File: src/rtl/program_loader_if.sv
`default_nettype none
// ============================================================================
//  Module      : program_loader_if
//  Description : Byte-stream receive handshake and program-memory write port
//                used by program_loader.
//                  rx_data   [7:0]        stream byte (master -> loader)
//                  rx_valid               rx_data valid (master -> loader)
//                  rx_ready               loader accepts a byte (loader -> master)
//                  mem_we                 program memory write strobe
//                  mem_addr  [ADDR_W-1:0] program memory write address
//                  mem_wdata [15:0]       instruction word {opcode, operand}
//                The master modport is the host/memory side; the slave
//                modport is the loader.
//  Revision    : 1.0  initial release
// ============================================================================
interface program_loader_if #(
  parameter int ADDR_W = 8
);
  logic [7:0]        rx_data;
  logic              rx_valid;
  logic              rx_ready;
  logic              mem_we;
  logic [ADDR_W-1:0] mem_addr;
  logic [15:0]       mem_wdata;

  modport master (
    output rx_data,
    output rx_valid,
    input  rx_ready,
    input  mem_we,
    input  mem_addr,
    input  mem_wdata
  );

  modport slave (
    input  rx_data,
    input  rx_valid,
    output rx_ready,
    output mem_we,
    output mem_addr,
    output mem_wdata
  );
endinterface
`default_nettype wire

File: src/rtl/program_loader.sv
`default_nettype none
// ============================================================================
//  Module      : program_loader
//  Description : Boot-time program loader for the accumulator CPU. Receives
//                a byte stream (2-byte big-endian word count N, then N words
//                high byte first), rejects illegal opcodes (0x8-0xF), writes
//                the words to consecutive program-memory addresses and holds
//                the CPU stopped until a complete, legal program is loaded.
//  Ports       : clk            system clock, rising edge
//                rst_n          asynchronous active-low reset
//                start          one-cycle load request (IDLE/DONE/ERROR only)
//                bus            byte handshake + memory write port (slave)
//                busy           load in progress (LEN_HI .. WRITE)
//                done           load completed successfully
//                err_opcode     illegal opcode seen (sticky until start)
//                err_len        word count exceeds 2^ADDR_W (sticky)
//                cpu_run        CPU release, high only in DONE
//                words_loaded   words written by the current load
//  Parameters  : ADDR_W         program memory address width (1..15)
//  Revision    : 1.0  initial release
// ============================================================================
module program_loader #(
  parameter int ADDR_W = 8
) (
  input  wire logic              clk,
  input  wire logic              rst_n,
  input  wire logic              start,
  program_loader_if.slave        bus,
  output logic                   busy,
  output logic                   done,
  output logic                   err_opcode,
  output logic                   err_len,
  output logic                   cpu_run,
  output logic [ADDR_W:0]        words_loaded
);

  // Largest legal word count: the whole program memory.
  localparam logic [16:0] MAX_LEN = 17'd1 << ADDR_W;

  typedef enum logic [2:0] {
    S_IDLE   = 3'd0,
    S_LEN_HI = 3'd1,
    S_LEN_LO = 3'd2,
    S_INS_HI = 3'd3,
    S_INS_LO = 3'd4,
    S_WRITE  = 3'd5,
    S_DONE   = 3'd6,
    S_ERROR  = 3'd7
  } state_t;

  state_t            state_q,      state_d;
  logic [15:0]       len_q,        len_d;
  logic [7:0]        ins_hi_q,     ins_hi_d;
  logic [7:0]        ins_lo_q,     ins_lo_d;
  logic [ADDR_W:0]   words_q,      words_d;
  logic              err_opcode_q, err_opcode_d;
  logic              err_len_q,    err_len_d;

  logic              rx_ready_w;
  logic              xfer_w;
  logic [15:0]       len_full_w;
  logic              last_word_w;

  // --------------------------------------------------------------------------
  // Moore decode of the handshake ready; a byte moves only when both agree.
  // --------------------------------------------------------------------------
  assign rx_ready_w = (state_q == S_LEN_HI) || (state_q == S_LEN_LO) ||
                      (state_q == S_INS_HI) || (state_q == S_INS_LO);
  assign xfer_w     = bus.rx_valid && rx_ready_w;

  // Complete word count as seen during the LEN_LO transfer.
  assign len_full_w = {len_q[15:8], bus.rx_data};

  // The word being written in WRITE is the final one of the program.
  assign last_word_w = ((17'(words_q) + 17'd1) == {1'b0, len_q});

  // --------------------------------------------------------------------------
  // Next-state and datapath
  // --------------------------------------------------------------------------
  always_comb begin
    state_d      = state_q;
    len_d        = len_q;
    ins_hi_d     = ins_hi_q;
    ins_lo_d     = ins_lo_q;
    words_d      = words_q;
    err_opcode_d = err_opcode_q;
    err_len_d    = err_len_q;

    unique case (state_q)
      S_IDLE, S_DONE, S_ERROR: begin
        if (start) begin
          state_d      = S_LEN_HI;
          words_d      = '0;
          err_opcode_d = 1'b0;
          err_len_d    = 1'b0;
        end
      end

      S_LEN_HI: begin
        if (xfer_w) begin
          len_d   = {bus.rx_data, len_q[7:0]};
          state_d = S_LEN_LO;
        end
      end

      S_LEN_LO: begin
        if (xfer_w) begin
          len_d = len_full_w;
          if (len_full_w == 16'd0) begin
            state_d = S_DONE;
          end else if ({1'b0, len_full_w} > MAX_LEN) begin
            state_d   = S_ERROR;
            err_len_d = 1'b1;
          end else begin
            state_d = S_INS_HI;
          end
        end
      end

      S_INS_HI: begin
        if (xfer_w) begin
          // Legal opcodes are 0x0-0x7, so bit 7 of the high byte flags
          // an illegal one. The word is dropped, nothing is written.
          if (bus.rx_data[7]) begin
            state_d      = S_ERROR;
            err_opcode_d = 1'b1;
          end else begin
            ins_hi_d = bus.rx_data;
            state_d  = S_INS_LO;
          end
        end
      end

      S_INS_LO: begin
        if (xfer_w) begin
          ins_lo_d = bus.rx_data;
          state_d  = S_WRITE;
        end
      end

      S_WRITE: begin
        words_d = words_q + 1'b1;
        state_d = last_word_w ? S_DONE : S_INS_HI;
      end

      default: state_d = S_IDLE;
    endcase
  end

  // --------------------------------------------------------------------------
  // State registers
  // --------------------------------------------------------------------------
  always_ff @(posedge clk or negedge rst_n) begin
    if (!rst_n) begin
      state_q      <= S_IDLE;
      len_q        <= '0;
      ins_hi_q     <= '0;
      ins_lo_q     <= '0;
      words_q      <= '0;
      err_opcode_q <= 1'b0;
      err_len_q    <= 1'b0;
    end else begin
      state_q      <= state_d;
      len_q        <= len_d;
      ins_hi_q     <= ins_hi_d;
      ins_lo_q     <= ins_lo_d;
      words_q      <= words_d;
      err_opcode_q <= err_opcode_d;
      err_len_q    <= err_len_d;
    end
  end

  // --------------------------------------------------------------------------
  // Outputs: all decoded from registered state so an asynchronous reset
  // forces every one of them low in the same cycle. Address and data are
  // held at zero outside WRITE so the write port is quiet between words.
  // --------------------------------------------------------------------------
  always_comb begin
    bus.rx_ready  = rx_ready_w;
    bus.mem_we    = 1'b0;
    bus.mem_addr  = '0;
    bus.mem_wdata = '0;
    busy          = 1'b0;
    done          = 1'b0;
    cpu_run       = 1'b0;

    if (state_q == S_WRITE) begin
      bus.mem_we    = 1'b1;
      bus.mem_addr  = words_q[ADDR_W-1:0];
      bus.mem_wdata = {ins_hi_q, ins_lo_q};
    end

    if (rx_ready_w || (state_q == S_WRITE)) begin
      busy = 1'b1;
    end

    if (state_q == S_DONE) begin
      done    = 1'b1;
      cpu_run = 1'b1;
    end
  end

  assign err_opcode   = err_opcode_q;
  assign err_len      = err_len_q;
  assign words_loaded = words_q;

endmodule
`default_nettype wire
File: src/flat_wrapper.sv
// flat-port wrapper written by rule: the top's interface ports become plain ports
module program_loader_flat 
#(
  parameter int ADDR_W = 8
)
  (clk, rst_n, start, busy, done, err_opcode, err_len, cpu_run, words_loaded, bus_rx_data, bus_rx_valid, bus_rx_ready, bus_mem_we, bus_mem_addr, bus_mem_wdata);
  program_loader_if #(.ADDR_W(ADDR_W)) bus_i ();
  input  wire logic clk;
  input  wire logic rst_n;
  input  wire logic start;
  output logic busy;
  output logic done;
  output logic err_opcode;
  output logic err_len;
  output logic cpu_run;
  output logic [ADDR_W:0] words_loaded;
  input wire logic [$bits(bus_i.rx_data)-1:0] bus_rx_data;
  input wire logic [$bits(bus_i.rx_valid)-1:0] bus_rx_valid;
  output wire logic [$bits(bus_i.rx_ready)-1:0] bus_rx_ready;
  output wire logic [$bits(bus_i.mem_we)-1:0] bus_mem_we;
  output wire logic [$bits(bus_i.mem_addr)-1:0] bus_mem_addr;
  output wire logic [$bits(bus_i.mem_wdata)-1:0] bus_mem_wdata;
  assign bus_i.rx_data = bus_rx_data;
  assign bus_i.rx_valid = bus_rx_valid;
  assign bus_rx_ready = bus_i.rx_ready;
  assign bus_mem_we = bus_i.mem_we;
  assign bus_mem_addr = bus_i.mem_addr;
  assign bus_mem_wdata = bus_i.mem_wdata;
  program_loader #(.ADDR_W(ADDR_W)) u_core (.clk(clk), .rst_n(rst_n), .start(start), .bus(bus_i), .busy(busy), .done(done), .err_opcode(err_opcode), .err_len(err_len), .cpu_run(cpu_run), .words_loaded(words_loaded));
endmodule
File: config.mk
export PLATFORM = sky130hd
export DESIGN_NAME = program_loader_flat
export DESIGN_NICKNAME = d
export VERILOG_FILES = /design/src/rtl/program_loader_if.sv /design/src/rtl/program_loader.sv /design/src/flat_wrapper.sv
export SDC_FILE = /design/constraint.sdc
export NUM_CORES = 1
export LEC_CHECK = 0
export BUFFER_PORTS_ARGS = -buffer_cell sky130_fd_sc_hd__buf_2
export CAP_MARGIN = 25
export CORE_MARGIN = 5
export CORE_UTILIZATION = 39
export CTS_BUF_LIST = sky130_fd_sc_hd__clkbuf_4 sky130_fd_sc_hd__clkbuf_8
export CTS_CLUSTER_DIAMETER = 50
export DETAILED_ROUTE_END_ITERATION = 12
export PLACE_DENSITY = 0.66
export SYNTH_ARGS = -nofsm -noshare
export SYNTH_HDL_FRONTEND = slang
export SYNTH_SLANG_ARGS = --single-unit
export TNS_END_PERCENT = 100
File: constraint.sdc
create_clock -name clk -period 1.7 [get_ports clk]
set_clock_uncertainty 0.1 [all_clocks]
set_input_delay 0.17 -clock clk [delete_from_list [all_inputs] [get_ports clk]]
set_output_delay 0.17 -clock clk [all_outputs]
set_load 0.01 [all_outputs]
# [After elaboration in Yosys (flattened, before gate mapping)]
# Index checks and enable logic that the tools add are counted.
[totals] reg_bits=45 out_inout_bits=40 wordCells=77
[op_classes] order_cmp=1 n_reduce_logical=19 n_eq_ne=16 bitwise_logic=3 addsub=2 muxes=28
[op_table] cell="$pmux 16 s2" n=1
[op_table] cell="$mux 3" n=8
[op_table] cell="$pmux 3 s6" n=1
[op_table] cell="$pmux 9 s2" n=1
[op_table] cell="$eq 17x16->1" n=1
[op_table] cell="$gt 16x9->1 const B" n=1
[op_table] cell="$logic_not 16->1" n=1
[op_table] cell="$mux 16" n=1
[op_table] cell="$mux 8" n=2
[op_table] cell="$mux 15" n=1
[op_table] cell="$eq 3x3->1 const B" n=4
[op_table] cell="$add 9x1->10 const B" n=1
[op_table] cell="$reduce_and 5->1" n=2
[op_table] cell="$add 9x1->9 const B" n=1
[op_table] cell="$mux 1" n=9
[op_table] cell="$mux 9" n=1
[op_table] cell="$reduce_and 3->1" n=3
[op_table] cell="$ne 2x1->1 const B" n=4
[op_table] cell="$ne 2x2->1 const B" n=4
[op_table] cell="$eq 3x2->1 const B" n=2
[op_table] cell="$reduce_bool 2->1" n=3
[op_table] cell="$logic_or 1x1->1" n=4
[op_table] cell="$pmux 1 s2" n=2
[op_table] cell="$reduce_and 2->1" n=2
[op_table] cell="7 further kinds" n=9

# [Logic depth before layout (Yosys ltp)]
# Gate-level depths: netlist of run 1.
[logic_depth] word_depth=7 depth_mapped=7

# [Worst setup path before layout of run 1]
# No wires, ideal clock.
[synth_timing] kind="register -> register" startpoint="register u_core.len_q[13]" endpoint="register u_core.state_q[2]" setup_ns=0.120 arrival_ns=1.632 stages_incl_launch_ff=6 path_buffers=0 period_less_slack_ns=1.852 slack_ns=-0.152 cell_sequence="dfrtp_1 > or4_4 > nor4_4 > a41oi_1 > mux2_2 > a31o_1"
[synth_via] elab_chain_len=5 word_cells_on_any_way=8 cone_classes="order compare: 1; eq/ne: 1; mux: 5; reduce/logical: 1"
[synth_rtl] element="start, declared" line_no="program_loader.sv:52" rtl="logic [15:0] len_q, len_d;"
[synth_rtl] element="start signal, assigned" line_no="program_loader.sv:164" rtl="len_q <= len_d;"
[synth_rtl] element="$gt 16x9->1" line_no="program_loader.sv:111" rtl="end else if ({1'b0, len_full_w} > MAX_LEN) begin"
[synth_rtl] element="$mux 3" line_no="program_loader.sv:111"
[synth_rtl] element="$mux 3" line_no="program_loader.sv:109" rtl="if (len_full_w == 16'd0) begin"
[synth_rtl] element="$mux 3" line_no="program_loader.sv:107" rtl="if (xfer_w) begin"
[synth_rtl] element="$pmux 3 s6 (*)" line_no="program_loader.sv:89" rtl="unique case (state_q)"
[synth_rtl] element="end signal, assigned" line_no="program_loader.sv:163" rtl="state_q <= state_d;"
[synth_rtl] element="end, declared" line_no="program_loader.sv:51" rtl="state_t state_q, state_d;"
# Every way passes the cells marked *; elsewhere a longest branch is shown, timed or not. The select of a mux whose other input is x is not followed.
# A chain may end at the register's enable or synchronous reset.

# [Worst setup path after layout of run 1]
# Ends and elaborated chain as after synthesis.

==> results of run 1 <==
==> cells by family (layout without fill, tap and decap cells) <==
kind of cell | after synthesis | in the layout | synth area share [%]
flops | 45 | 45 | 45.5
simple gates | 71 | 71 | 17.6
xor+xnor | 13 | 13 | 5.16
fa+ha+maj | 1 | 1 | 0.505
compound gates | 45 | 45 | 12.1
buf+inv | 18 | 131 | 3.59
mux | 34 | 34 | 15.4
other cells | 1 | 1 | 0.152
==> path summary, 6_finish.rpt <==
path | startpoint | to | slack, ns | cells after the start
worst max-delay path | u_core.len_q[13] | u_core.state_q[2] | -0.22 | 5
worst min register to register | u_core.ins_lo_q[3] | u_core.ins_lo_q[3] | 0.42 | 1
min in group asynchronous | rst_n | u_core.ins_hi_q[6] | 0.25 | 2
worst min-delay path | start | u_core.err_opcode | 0.12 | 3
worst max register to register | u_core.len_q[13] | u_core.state_q[2] | -0.22 | 5
max in group asynchronous | rst_n | u_core.words_loaded[1] | 0.75 | 3
==> synthesized netlist by cell type (5+ instances only) <==
cell / count
nand2_1: 12
dfrtp_1: 45
a21oi_1: 11
buf_2: 5
and2_1: 23
xor2_1: 6
o21ai_0: 14
mux2_2: 31
and3_1: 6
a31oi_1: 5
xnor2_1: 6
clkbuf_1: 5
nor2_1: 7
==> sequential cells by signal, indices dropped and copies added (netlist names) <==
register and flops:
u_core.err_len 1, u_core.err_opcode 1, u_core.ins_hi_q 7, u_core.ins_lo_q 8, u_core.len_q 16, u_core.state_q 3
u_core.words_loaded 9
==> per-layer routing <==
| layer | part of all wire [%] | vias to the layer above |
|---|---|---|
| li1 | - | 1049 |
| met1 | 43 | 1151 |
| met2 | 51 | 48 |
| met3 | 4.3 | 8 |
| met4 | 1.1 | 0 |
| met5 | 0 | - |
==> worst max-delay path, delay by kind of cell, from the launching register on <==
kind | cells | cell delay, ns
flip-flops | 1 | 0.39
multiplexers | 1 | 0.27
AO/OA/AOI/OAI | 2 | 0.32
AND/OR/NAND/NOR | 2 | 0.74
==> area by class of cell <==
cell class                 instances  area (sq um)  share of cell area [%]
inverter                           4          25.0                   0.635
sequential                        45          1130                    28.6
tap                               77          96.3                    2.44
multi-input combinational        165          1520                    38.7
clock buffer                       6          76.3                    1.94
timing repair buffer             119          1050                    26.7
clock inverter                     2          38.8                   0.984
==> per-stage QoR <==
| stage | cells | power [mW] | hold WS (ns) |
|---|---|---|---|
| 2_1_floorplan | 228 | 3.29 | -0.226 |
| 3_3_place_gp | 394 | 4.13 | 0.0242 |
| 3_5_place_dp | 394 | 4.22 | 0.0391 |
| 4_1_cts | 418 | 5.94 | 0.0915 |
| 5_1_grt | 418 | 6.58 | 0.113 |
| 6_report | 418 | 6.23 | 0.118 |
==> power breakdown <==
group / total (mW) / leakage, nW / switching [mW] / internal (mW)
logic: 3.47 / 1.24 / 1.51 / 1.96
clock network: 0.839 / 0.0588 / 0.381 / 0.458
registers: 1.92 / 0.556 / 0.391 / 1.53
total: 6.23 / 1.86 / 2.28 / 3.95
==> repair_timing <==
action,in CTS,in global routing
setup endpoints to repair,47,69
cloned,4,0
endpoints found under the hold margin,16,0
hold buffers,1,0
pin swaps,20,19
resized for setup,81,46
setup buffers,12,4
==> metrics, run 1 <==
outcome finished with violations; failing checks setup timing; Final Cycle Share 113%; Remaining Overflow, GRT 0; Total Wirelength roughly 7500 um; RePlAce Congestion 0.809; IO Port Bufs 50; Layout Utilization about 63%; EDFF count, synth 0; slowest library cell on the worst path or4_4; clk slew on worst S/H paths around 0.090 ns; HPWL after detailed placement slightly below 5000 um; crit path max fanout 2; clk sinks 45; Crit Path Category flop to flop; vias in the first global route 2407; largest vdd supply drop roughly 850 uV; GR met2 Demand/Resource between 30% and 40%; Max Cap Viol 0; most common cell after layout, fill and taps aside buf_4; total number of vias 2256; CTS root buf clkbuf_8; DR pass1 iterations 4; dpl ws -0.290 ns; CTS tree done; Synth Instances 228; I/O Pins 52; Final Setup Violations 45; setup TNS -1.88 ns; Syn Std Cell Area around 2500 sq um; share of cells above drive strength 1 about three fifths; vias per std cell 5.40; DIE WIDTH 89.7 um; # rows 29; post-route ant nets 0; Critical Path Sink Type flop; Worst-Skew Late Latency ~0.3 ns; Core Region about 6300 sq um; Net Count, Synth roughly 240; Fmax achieved 522 MHz; post-synth top area share a little under half; residual DRC count 0; Final min period around 1.9 ns; Critical Path Max Stage Delay about 0.57 ns; most frequent cells in the layout buf_4, dfrtp_1, buf_6; Distinct cells, synth 45; antenna violations before repair 0; post-synth top area cell dfrtp_1; Post-layout nets ~350; Critical Path RT ~1.8 ns; LEAKAGE around 1.9 nW; Synthesis Warnings 0; clock tree buffer depth 2; largest net degree at the start of global routing 30; critical path cell sequence or4_4, nor4_4, a41oi_1, mux2_4, a31o_1; asr flop ratio synth 100%; Slew Viols, Final 0; H-tree depth 2; FF+latch count, synth 45; die area 8040 sq um; RSZ-0062 raised after global routing yes; met1 usage roughly a quarter; design area ~4000 sq um; area grow syn2layout 59.3%; Worst Hold Class input port to flop; Avg WL per Cell 18.0 um; Starting Density 39.4%; PwrDens 1580 nW/um^2; Placed Area approximately 3200 sq um; Synth area leaders dfrtp_1, mux2_2, and2_1; gr busiest metal met2; synthesized area per cell roughly 11 sq um; crit path launch type flop; fillers between 400 and 500; ys flop type dfrtp_1; GRT Util Overall 20.0%; Hold Vio Cnt, Final 0; Crit path arrival time about 2 ns; Iteration-0 DRC Markers 62; final worst slack -0.217 ns; Num CTS Buffers 5; die height 89.7 um; # diodes 0; post-synthesis sequential area ratio roughly 46%; GRT met3 Usage between 4 and 5%; first-pass GRT wire length 12100 um
Power figures use the tool's default switching activity.
==> run 2, diff against run 1 <==
--- a/config.mk
+++ b/config.mk
@@ -12,7 +12,7 @@
 export CTS_BUF_LIST = sky130_fd_sc_hd__clkbuf_4 sky130_fd_sc_hd__clkbuf_8
 export CTS_CLUSTER_DIAMETER = 50
 export DETAILED_ROUTE_END_ITERATION = 12
-export PLACE_DENSITY = 0.66
+export PLACE_DENSITY_LB_ADDON = 0.25
 export SYNTH_ARGS = -nofsm -noshare
 export SYNTH_HDL_FRONTEND = slang
 export SYNTH_SLANG_ARGS = --single-unit
==> metrics, run 2 (synthesized netlist as in run 1, its figures left out) <==
first-pass GRT wire length approximately 11000 um; residual DRC count 0; Hold Crit Depth 2; r2r startpoint u_core.len_q[13]; R2R depth 5; # diodes 0; crit path launch type flop; clk slew on worst S/H paths approximately 0.090 ns; Worst Hold Class input port to flop; Worst-Skew Late Latency ~0.30 ns; dpl ws -0.257 ns; Post-layout nets between 300 and 400; area of the multi-input gates approximately 1500 sq um; gr busiest metal met2; vias in the first global route 2212; Final Setup Violations 36; vias per std cell roughly 5.2; Crit Path Category flop to flop; largest vdd supply drop between 700 and 800 uV; Slew Viols, Final 0; post-route ant nets 0; Crit path arrival time between 2 and 2.5 ns; die height about 90 um; Core Region about 6300 sq um; R2R Setup Slk -0.24 ns; failing checks setup timing; Hold Vio Cnt, Final 0; Total Wirelength slightly below 7000 um; hold path start start; max reg flops 16; Inst Count DP roughly 390; DR pass1 iterations 4; clock tree buffer depth 2; largest net degree at the start of global routing 37; met1 usage between 20% and 30%; HPWL after detailed placement 4590 um; Max Cap Viol 0; fillers approximately 530; Layout Utilization 60.9%; FF-to-FF End u_core.state_q[2]; FF+latch area approximately 1100 sq um; CTS tree done; clk sinks 45; Final Cycle Share 114%; Remaining Overflow, GRT 0; RSZ-0062 raised after global routing yes; I/O Pins 52; Final min period 1.94 ns; Iteration-0 DRC Markers 110; PwrDens 1530 nW/um^2; LEAKAGE around 1.8 nW; most frequent cells in the layout buf_4, dfrtp_1, buf_6; Starting Density roughly 39%; post-route insts no fill around 420; Fin Hold WS 0.128 ns; antenna violations before repair 0; final worst slack -0.239 ns; die area ~8000 sq um; GRT met3 Usage 3.56%; Critical Path RT roughly 1.8 ns; area grow syn2layout 54.4%; # rows 29; Fmax achieved roughly 520 MHz; sink of the worst hold path u_core.err_len; CTS root buf clkbuf_8; Avg WL per Cell 16.7 um; RePlAce Congestion 0.854; DIE WIDTH roughly 90 um; largest reg by FF count u_core.len_q; outcome finished with violations; IO Port Bufs 50; Critical Path Sink Type flop; most common cell after layout, fill and taps aside buf_4; GRT Util Overall 17.9%; GR met2 Demand/Resource between 30% and 40%; share of cells above drive strength 1 about three fifths; Num CTS Buffers 5; crit path max fanout 2; total number of vias roughly 2200; H-tree depth 2
==> run 2: cell type report <==
class	count	area share, %
Clock buffer	6	2.16
Timing Repair Buffer	116	26.0
Tap cell	77	2.52
Sequential cell	45	29.5
Inverter	4	0.589
Clock inverter	2	0.360
Multi-Input combinational cell	166	38.9
==> run 2: worst max path at each step <==
| stage | start | to | slack, ns | cells after the start |
|---|---|---|---|---|
| after floorplan | u_core.len_q[13] | u_core.state_q[2] | -0.15 | 5 |
| after global placement | u_core.state_q[2] | u_core.words_loaded[2] | -0.19 | 6 |
| after detailed placement | u_core.state_q[2] | u_core.words_loaded[5] | -0.26 | 6 |
| after CTS | u_core.len_q[13] | u_core.state_q[2] | -0.19 | 5 |
| after global routing | u_core.len_q[13] | u_core.state_q[2] | -0.34 | 5 |
| final | u_core.len_q[13] | u_core.state_q[2] | -0.24 | 5 |
==> run 2: power breakdown <==
group,switching [mW],internal [mW]
Sequential,0.353,1.53
Combinational,1.42,1.83
Clock,0.375,0.330
==> run 2: worst max-delay path: stages (launching register included) <==
cell,delay (ns)
dfrtp_1,0.38
or4_4,0.55
nor3_1,0.17
o2111ai_1,0.21
o41ai_2,0.28
a31o_1,0.19
==> run 2: layer usage <==
metal	routed length, um	up-vias
met4	126	0
li1	-	1049
met3	301	12
met2	3470	62
met1	3040	1057
met5	0	-
==> run 2: timing repair <==
item	4_1_cts	5_1_grt
setup buffers	8	7
hold endpoints to repair	45	0
hold buffers	1	0
setup endpoints to repair	59	63
gates cloned	3	0
pin swaps	18	16
resized for setup	48	62
==> run 2: per-stage QoR <==
stage | cell area (sq um) | TNS (ns) | power [mW]
detailed placement | 3170 | -3.11 | 4.14
finish | 3820 | -2.34 | 5.84
global route | 3820 | -5.18 | 6.21
floorplan | 2480 | -0.353 | 3.29
CTS | 3540 | -2.77 | 5.43
global placement | 3170 | -2.15 | 4.08
